===== src/rtl/tick_sched.sv =====
// Periodic event scheduler: a shared prescaler drives four programmable-period channels
// whose fires are queued as pending bits and presented one at a time, round-robin.
module tick_sched #(
    parameter int PRESCALE = 100_000,
    parameter int NCH      = 4,
    parameter int PW       = 16
) (
    input  logic           clk,
    input  logic           rst_n,
    input  logic           cfg_we,
    input  logic [1:0]     cfg_ch,
    input  logic           cfg_en,
    input  logic [PW-1:0]  cfg_period,
    output logic           evt_valid,
    output logic [1:0]     evt_id,
    input  logic           evt_ready,
    output logic [NCH-1:0] ovf,
    input  logic           ovf_clr
);

    localparam int             PSW     = $clog2(PRESCALE);
    localparam logic [PSW-1:0] PRE_MAX = PSW'(PRESCALE - 1);

    typedef enum logic [0:0] {IDLE = 1'b0, PRESENT = 1'b1} state_t;

    logic [PSW-1:0]         presc_q, presc_d;
    logic                   base_tick_s;
    logic [NCH-1:0]         en_q, en_d;
    logic [NCH-1:0][PW-1:0] per_q, per_d;
    logic [NCH-1:0][PW-1:0] cnt_q, cnt_d;
    logic [NCH-1:0]         fire_s, dis_s, acc_hit_s, cand_s;
    logic [NCH-1:0]         pending_q, pending_d;
    logic [NCH-1:0]         ovf_q, ovf_d;
    state_t                 state_q;
    logic [1:0]             evt_id_q, last_grant_q;
    logic                   present_s, acc_s, sel_found_s;
    logic [1:0]             sel_s, idx_s;

    assign base_tick_s = (presc_q == PRE_MAX);
    assign presc_d     = base_tick_s ? {PSW{1'b0}} : presc_q + PSW'(1);
    assign present_s   = (state_q == PRESENT);
    assign acc_s       = present_s && evt_ready;

    // Channel configuration and period counting; a write overrides the tick on its channel
    always_comb begin
        en_d      = en_q;
        per_d     = per_q;
        cnt_d     = cnt_q;
        fire_s    = {NCH{1'b0}};
        dis_s     = {NCH{1'b0}};
        acc_hit_s = {NCH{1'b0}};
        for (int i = 0; i < NCH; i++) begin
            acc_hit_s[i] = acc_s && (evt_id_q == 2'(i));
            if (cfg_we && (cfg_ch == 2'(i))) begin
                en_d[i]  = cfg_en;
                per_d[i] = cfg_period;
                cnt_d[i] = {PW{1'b0}};
                dis_s[i] = !cfg_en && !(present_s && (evt_id_q == 2'(i)));
            end else if (base_tick_s && en_q[i] && (per_q[i] != {PW{1'b0}})) begin
                if (cnt_q[i] == per_q[i] - PW'(1)) begin
                    cnt_d[i]  = {PW{1'b0}};
                    fire_s[i] = 1'b1;
                end else begin
                    cnt_d[i] = cnt_q[i] + PW'(1);
                end
            end else begin
                cnt_d[i] = cnt_q[i];
            end
        end
    end

    // Pending/overrun bookkeeping; a fire on the channel being accepted re-arms without overrun
    always_comb begin
        pending_d = pending_q;
        ovf_d     = ovf_q;
        for (int i = 0; i < NCH; i++) begin
            if (fire_s[i]) begin
                pending_d[i] = 1'b1;
            end else if (acc_hit_s[i] || dis_s[i]) begin
                pending_d[i] = 1'b0;
            end else begin
                pending_d[i] = pending_q[i];
            end
            if (fire_s[i] && pending_q[i] && !acc_hit_s[i]) begin
                ovf_d[i] = 1'b1;
            end else if (ovf_clr) begin
                ovf_d[i] = 1'b0;
            end else begin
                ovf_d[i] = ovf_q[i];
            end
        end
    end

    // Round-robin pick starting after the last granted channel
    always_comb begin
        cand_s      = pending_q & ~dis_s;
        sel_found_s = 1'b0;
        sel_s       = 2'd0;
        idx_s       = 2'd0;
        for (int k = 1; k <= NCH; k++) begin
            idx_s = last_grant_q + 2'(k);
            if (!sel_found_s && cand_s[idx_s]) begin
                sel_found_s = 1'b1;
                sel_s       = idx_s;
            end else begin
                sel_found_s = sel_found_s;
            end
        end
    end

    // Prescaler, channel state, pending and overrun registers
    always_ff @(posedge clk or negedge rst_n) begin
        if (!rst_n) begin
            presc_q   <= {PSW{1'b0}};
            en_q      <= {NCH{1'b0}};
            per_q     <= '0;
            cnt_q     <= '0;
            pending_q <= {NCH{1'b0}};
            ovf_q     <= {NCH{1'b0}};
        end else begin
            presc_q   <= presc_d;
            en_q      <= en_d;
            per_q     <= per_d;
            cnt_q     <= cnt_d;
            pending_q <= pending_d;
            ovf_q     <= ovf_d;
        end
    end

    // Output presentation FSM
    always_ff @(posedge clk or negedge rst_n) begin
        if (!rst_n) begin
            state_q      <= IDLE;
            evt_id_q     <= 2'd0;
            last_grant_q <= 2'(NCH - 1);
        end else begin
            case (state_q)
                IDLE: begin
                    if (sel_found_s) begin
                        evt_id_q <= sel_s;
                        state_q  <= PRESENT;
                    end else begin
                        state_q <= IDLE;
                    end
                end
                PRESENT: begin
                    if (evt_ready) begin
                        last_grant_q <= evt_id_q;
                        state_q      <= IDLE;
                    end else begin
                        state_q <= PRESENT;
                    end
                end
                default: state_q <= IDLE;
            endcase
        end
    end

    assign evt_valid = (state_q == PRESENT);
    assign evt_id    = evt_id_q;
    assign ovf       = ovf_q;

endmodule


===== config.mk =====
export PLATFORM = sky130hd
export DESIGN_NAME = tick_sched
export DESIGN_NICKNAME = d
export VERILOG_FILES = /design/src/rtl/tick_sched.sv
export SDC_FILE = /design/constraint.sdc
export NUM_CORES = 1
export LEC_CHECK = 0
export ABC_AREA = 1
export CAP_MARGIN = 20
export CORE_MARGIN = 4
export CORE_UTILIZATION = 50
export DETAILED_ROUTE_END_ITERATION = 6
export GPL_ROUTABILITY_DRIVEN = 0
export PLACE_DENSITY = 0.76
export SLEW_MARGIN = 25
export SYNTH_ARGS = -nofsm -noshare
export SYNTH_HDL_FRONTEND = slang
export SYNTH_SLANG_ARGS = --single-unit

===== constraint.sdc =====
create_clock -name clk -period 2.45 [get_ports clk]
set_input_delay 0.735 -clock clk [delete_from_list [all_inputs] [get_ports clk]]
set_output_delay 0.735 -clock clk [all_outputs]
set_load 0.1 [all_outputs]

==> metrics.cfg, run 1 <==
[run_status]
run_status=complete, no violations

[cts]
clk_pin_slew_ps=70
cts_tree=done
cts_sink_cnt=162
ctsRootBufferMaster=sky130_fd_sc_hd__clkbuf_16
cts_inserted_buffers=17
clock_insertion_delay_worst_skew_ps=430
htree_num_levels=4
cts_buffer_depth=2
cts_hold_buf=0

[logic_synthesis]
ys_async_sr_fraction_pct=100
post-synth-top-area-fraction_pct=37.5
ys_warn_count=0
synth_sequential_area_ratio_pct=38.0
synth_top_area_cell=sky130_fd_sc_hd__dfrtp_1
mappedNetlistNets=1575
dominantRegCellSynth=sky130_fd_sc_hd__dfrtp_1
netlist_area_sq_um=10700
synthCells=1542
synth-seq-cells=162
yosysUniqueCellTypes=43
synth.top_cells.by_area=sky130_fd_sc_hd__dfrtp_1, sky130_fd_sc_hd__nand2_1, sky130_fd_sc_hd__nand3_1, sky130_fd_sc_hd__inv_1, sky130_fd_sc_hd__nor2_1
number_of_flops_mapped_to_enable_cells_by_yosys=0
postSynthAreaPerCell_sq_um=6.93

[pwr]
p_per_cell_area_nw_per_um2=672
power.ir.vdd_worst_mv=0.487
p_leak_nw=5.89

[critical_path]
worstPathCellList=inv_1, ha_2, nand3_2, nor2_4, nand4_1, nand2_1, nand3_1, nor2_1, nand3_2, nand2_1, buf_12, o21ai_0
critPathCaptureType=register
regToRegEndpoint=cnt_q[53]$_DFFE_PN0P_
buffers_plus_inverters_on_the_worst_setup_path=2
worstSetupEndpoint=cnt_q[53]$_DFFE_PN0P_
critPathSlowestCell=sky130_fd_sc_hd__dfrtp_1
crit_start=per_q[48]$_DFFE_PN0P_
timing.critical_path.slowest_cell_delay_ps=410
r2r_setup_slack_ps=190
cp.depth=12
crit_path_start_kind=register
critical_path_required_ps=2760
r2r_cells=12
cp.arrival_ps=2570
regToRegStartpoint=per_q[48]$_DFFE_PN0P_
worst-setup-path-type=reg2reg
critPathMaxFanout=14
worst_path_dominant_cell_family=simple AND/OR/NAND/NOR gates

[sta]
worst_margin_pin_slew_ps=528
worst_slew_margin_pct=64.5
fin_worst_skew_ps=9.71
hold_ws_ps=245
finalSetupViolCount=0
min_period_over_period_pct=92.4
fin_hold_viols=0
period_needed_ps=2260
final-max-slew-violation-count=0
max_freq_mhz=442
timing.final.ws_setup_ps=185

[final_layout]
antenna_cells_inserted=0
area.growth.synth_to_final_pct=13.0
post-route-util_pct=57.4
layout.cells.most_common=sky130_fd_sc_hd__nand2_1
mostFrequentLayoutCells=sky130_fd_sc_hd__nand2_1, sky130_fd_sc_hd__inv_1, sky130_fd_sc_hd__dfrtp_1
finish.cell_count_without_fillers=1875
final_layout_size_suffix_gt1_share_pct=8.31
layout.nets=1620

[detailed_routing]
detailedRoute.firstPassIterationCount=6
drt_iter0_markers=827
finalWirelength_microns=26400
detail_route.drc_violations=0
detailroute.via_count=9928
via_to_cell_ratio=5.29
ant_nets=0
avgRoutedWirePerCell_microns=14.1

[grt]
grt_max_degree=50
overflow=0
global_route_wire_length_before_repair_microns=44400
groute.usage.overall_pct=22.4
grt_antenna_before_repair=0
first_global_vias=9295

[placed_design]
detailedPlace.worstSlack_ps=-212
placed_cells_incl_taps=1840
port_buffers=30
dp.final_hpwl_microns=19400

[hold_path]
hold_path_class=in2async

[floorplan]
die_width_microns=154
design.core.area_sq_um=21000
placement_rows=53
ios=31
die_h_microns=154
initial_utilization_pct=50.8
die_footprint_sq_um=23800

[flow_run]
cap_violations=0

[cells by family after synthesis]
| family | count (synthesis) | share of synthesized area (%) |
|---|---|---|
| simple gates | 895 | 37.5 |
| buf+inv | 233 | 8.84 |
| flops | 162 | 38.0 |
| compound gates | 161 | 7.87 |
| xor+xnor | 82 | 6.72 |
| fa+ha+maj | 9 | 1.05 |
[registers in the layout (all words and copies together), names as in the netlist]
signal	count
cnt_q	64
en_q	4
evt_id	2
evt_valid	1
last_grant_q	2
ovf	4
pending_q	4
per_q	64
presc_q	17
[power by group]
| group | leakage (nW) | internal, mW | switching [mW] | total, mW |
|---|---|---|---|---|
| clock network | 0.301 | 1.68 | 1.17 | 2.85 |
| logic | 3.46 | 0.704 | 1.33 | 2.03 |
| registers | 2.13 | 2.92 | 0.312 | 3.23 |
| total | 5.89 | 5.30 | 2.81 | 8.11 |
[cells in the mapped netlist (14+ instances only)]
library cell,count
sky130_fd_sc_hd__inv_1,182
sky130_fd_sc_hd__nor3_1,15
sky130_fd_sc_hd__dfrtp_1,160
sky130_fd_sc_hd__xnor2_1,25
sky130_fd_sc_hd__a21oi_1,30
sky130_fd_sc_hd__nor2_1,149
sky130_fd_sc_hd__o21ai_1,14
sky130_fd_sc_hd__nand2_1,467
sky130_fd_sc_hd__nand4_1,56
sky130_fd_sc_hd__nand3b_1,19
sky130_fd_sc_hd__xor2_1,57
sky130_fd_sc_hd__nand3_1,138
sky130_fd_sc_hd__o21ai_0,103
sky130_fd_sc_hd__clkbuf_1,20
[worst min path at each step]
stage,cells past startpoint,from,slack [ps],to
after detailed placement,1,presc_q[0]$_DFF_PN0_,470,presc_q[0]$_DFF_PN0_
after floorplan,1,presc_q[0]$_DFF_PN0_,430,presc_q[0]$_DFF_PN0_
final,1,rst_n,240,cnt_q[43]$_DFFE_PN0P_
after CTS,1,rst_n,260,presc_q[14]$_DFF_PN0_
after global routing,1,rst_n,280,cnt_q[43]$_DFFE_PN0P_
after global placement,1,presc_q[0]$_DFF_PN0_,460,presc_q[0]$_DFF_PN0_
[routing by layer]
metal	vias up	GRT usage (%)	wire length [microns]
met1	4569	31.2	12100
met5	-	0	0
met2	259	36.5	12500
met3	44	3.33	1220
met4	0	6.14	574
li1	5056	-	-
[cell type report]
| cell class | count | area, sq um |
|---|---|---|
| well taps | 275 | 344 |
| clock buffers | 19 | 453 |
| flip-flops and latches | 162 | 4060 |
| fillers | 1861 | 8950 |
| clock inverters | 13 | 171 |
| multi-input cells | 1147 | 5700 |
| inverters | 190 | 713 |
| repair buffers | 69 | 639 |
[per-stage QoR]
step           cell area [sq um]  total power [mW]  TNS (ps)
2_1_floorplan              10700              4.68         0
3_3_place_gp               11400              5.19     -1420
3_5_place_dp               11400              5.25     -2260
4_1_cts                    12000              8.12         0
5_1_grt                    12100              8.59     -13.2
6_report                   12100              8.11         0
[timing repair]
action                                  CTS  global route
setup buffers                             0             3
endpoints found under the setup margin    0            23
resized for setup                         0             4
No activity file was read; power rests on OpenSTA's default activity.
==> inputs of run 2 (changes only) <==
CAP_MARGIN = not set   (was 20)
==> results of run 2 <==
No change in the layout: final DEF, timing and power equal those of run 1.
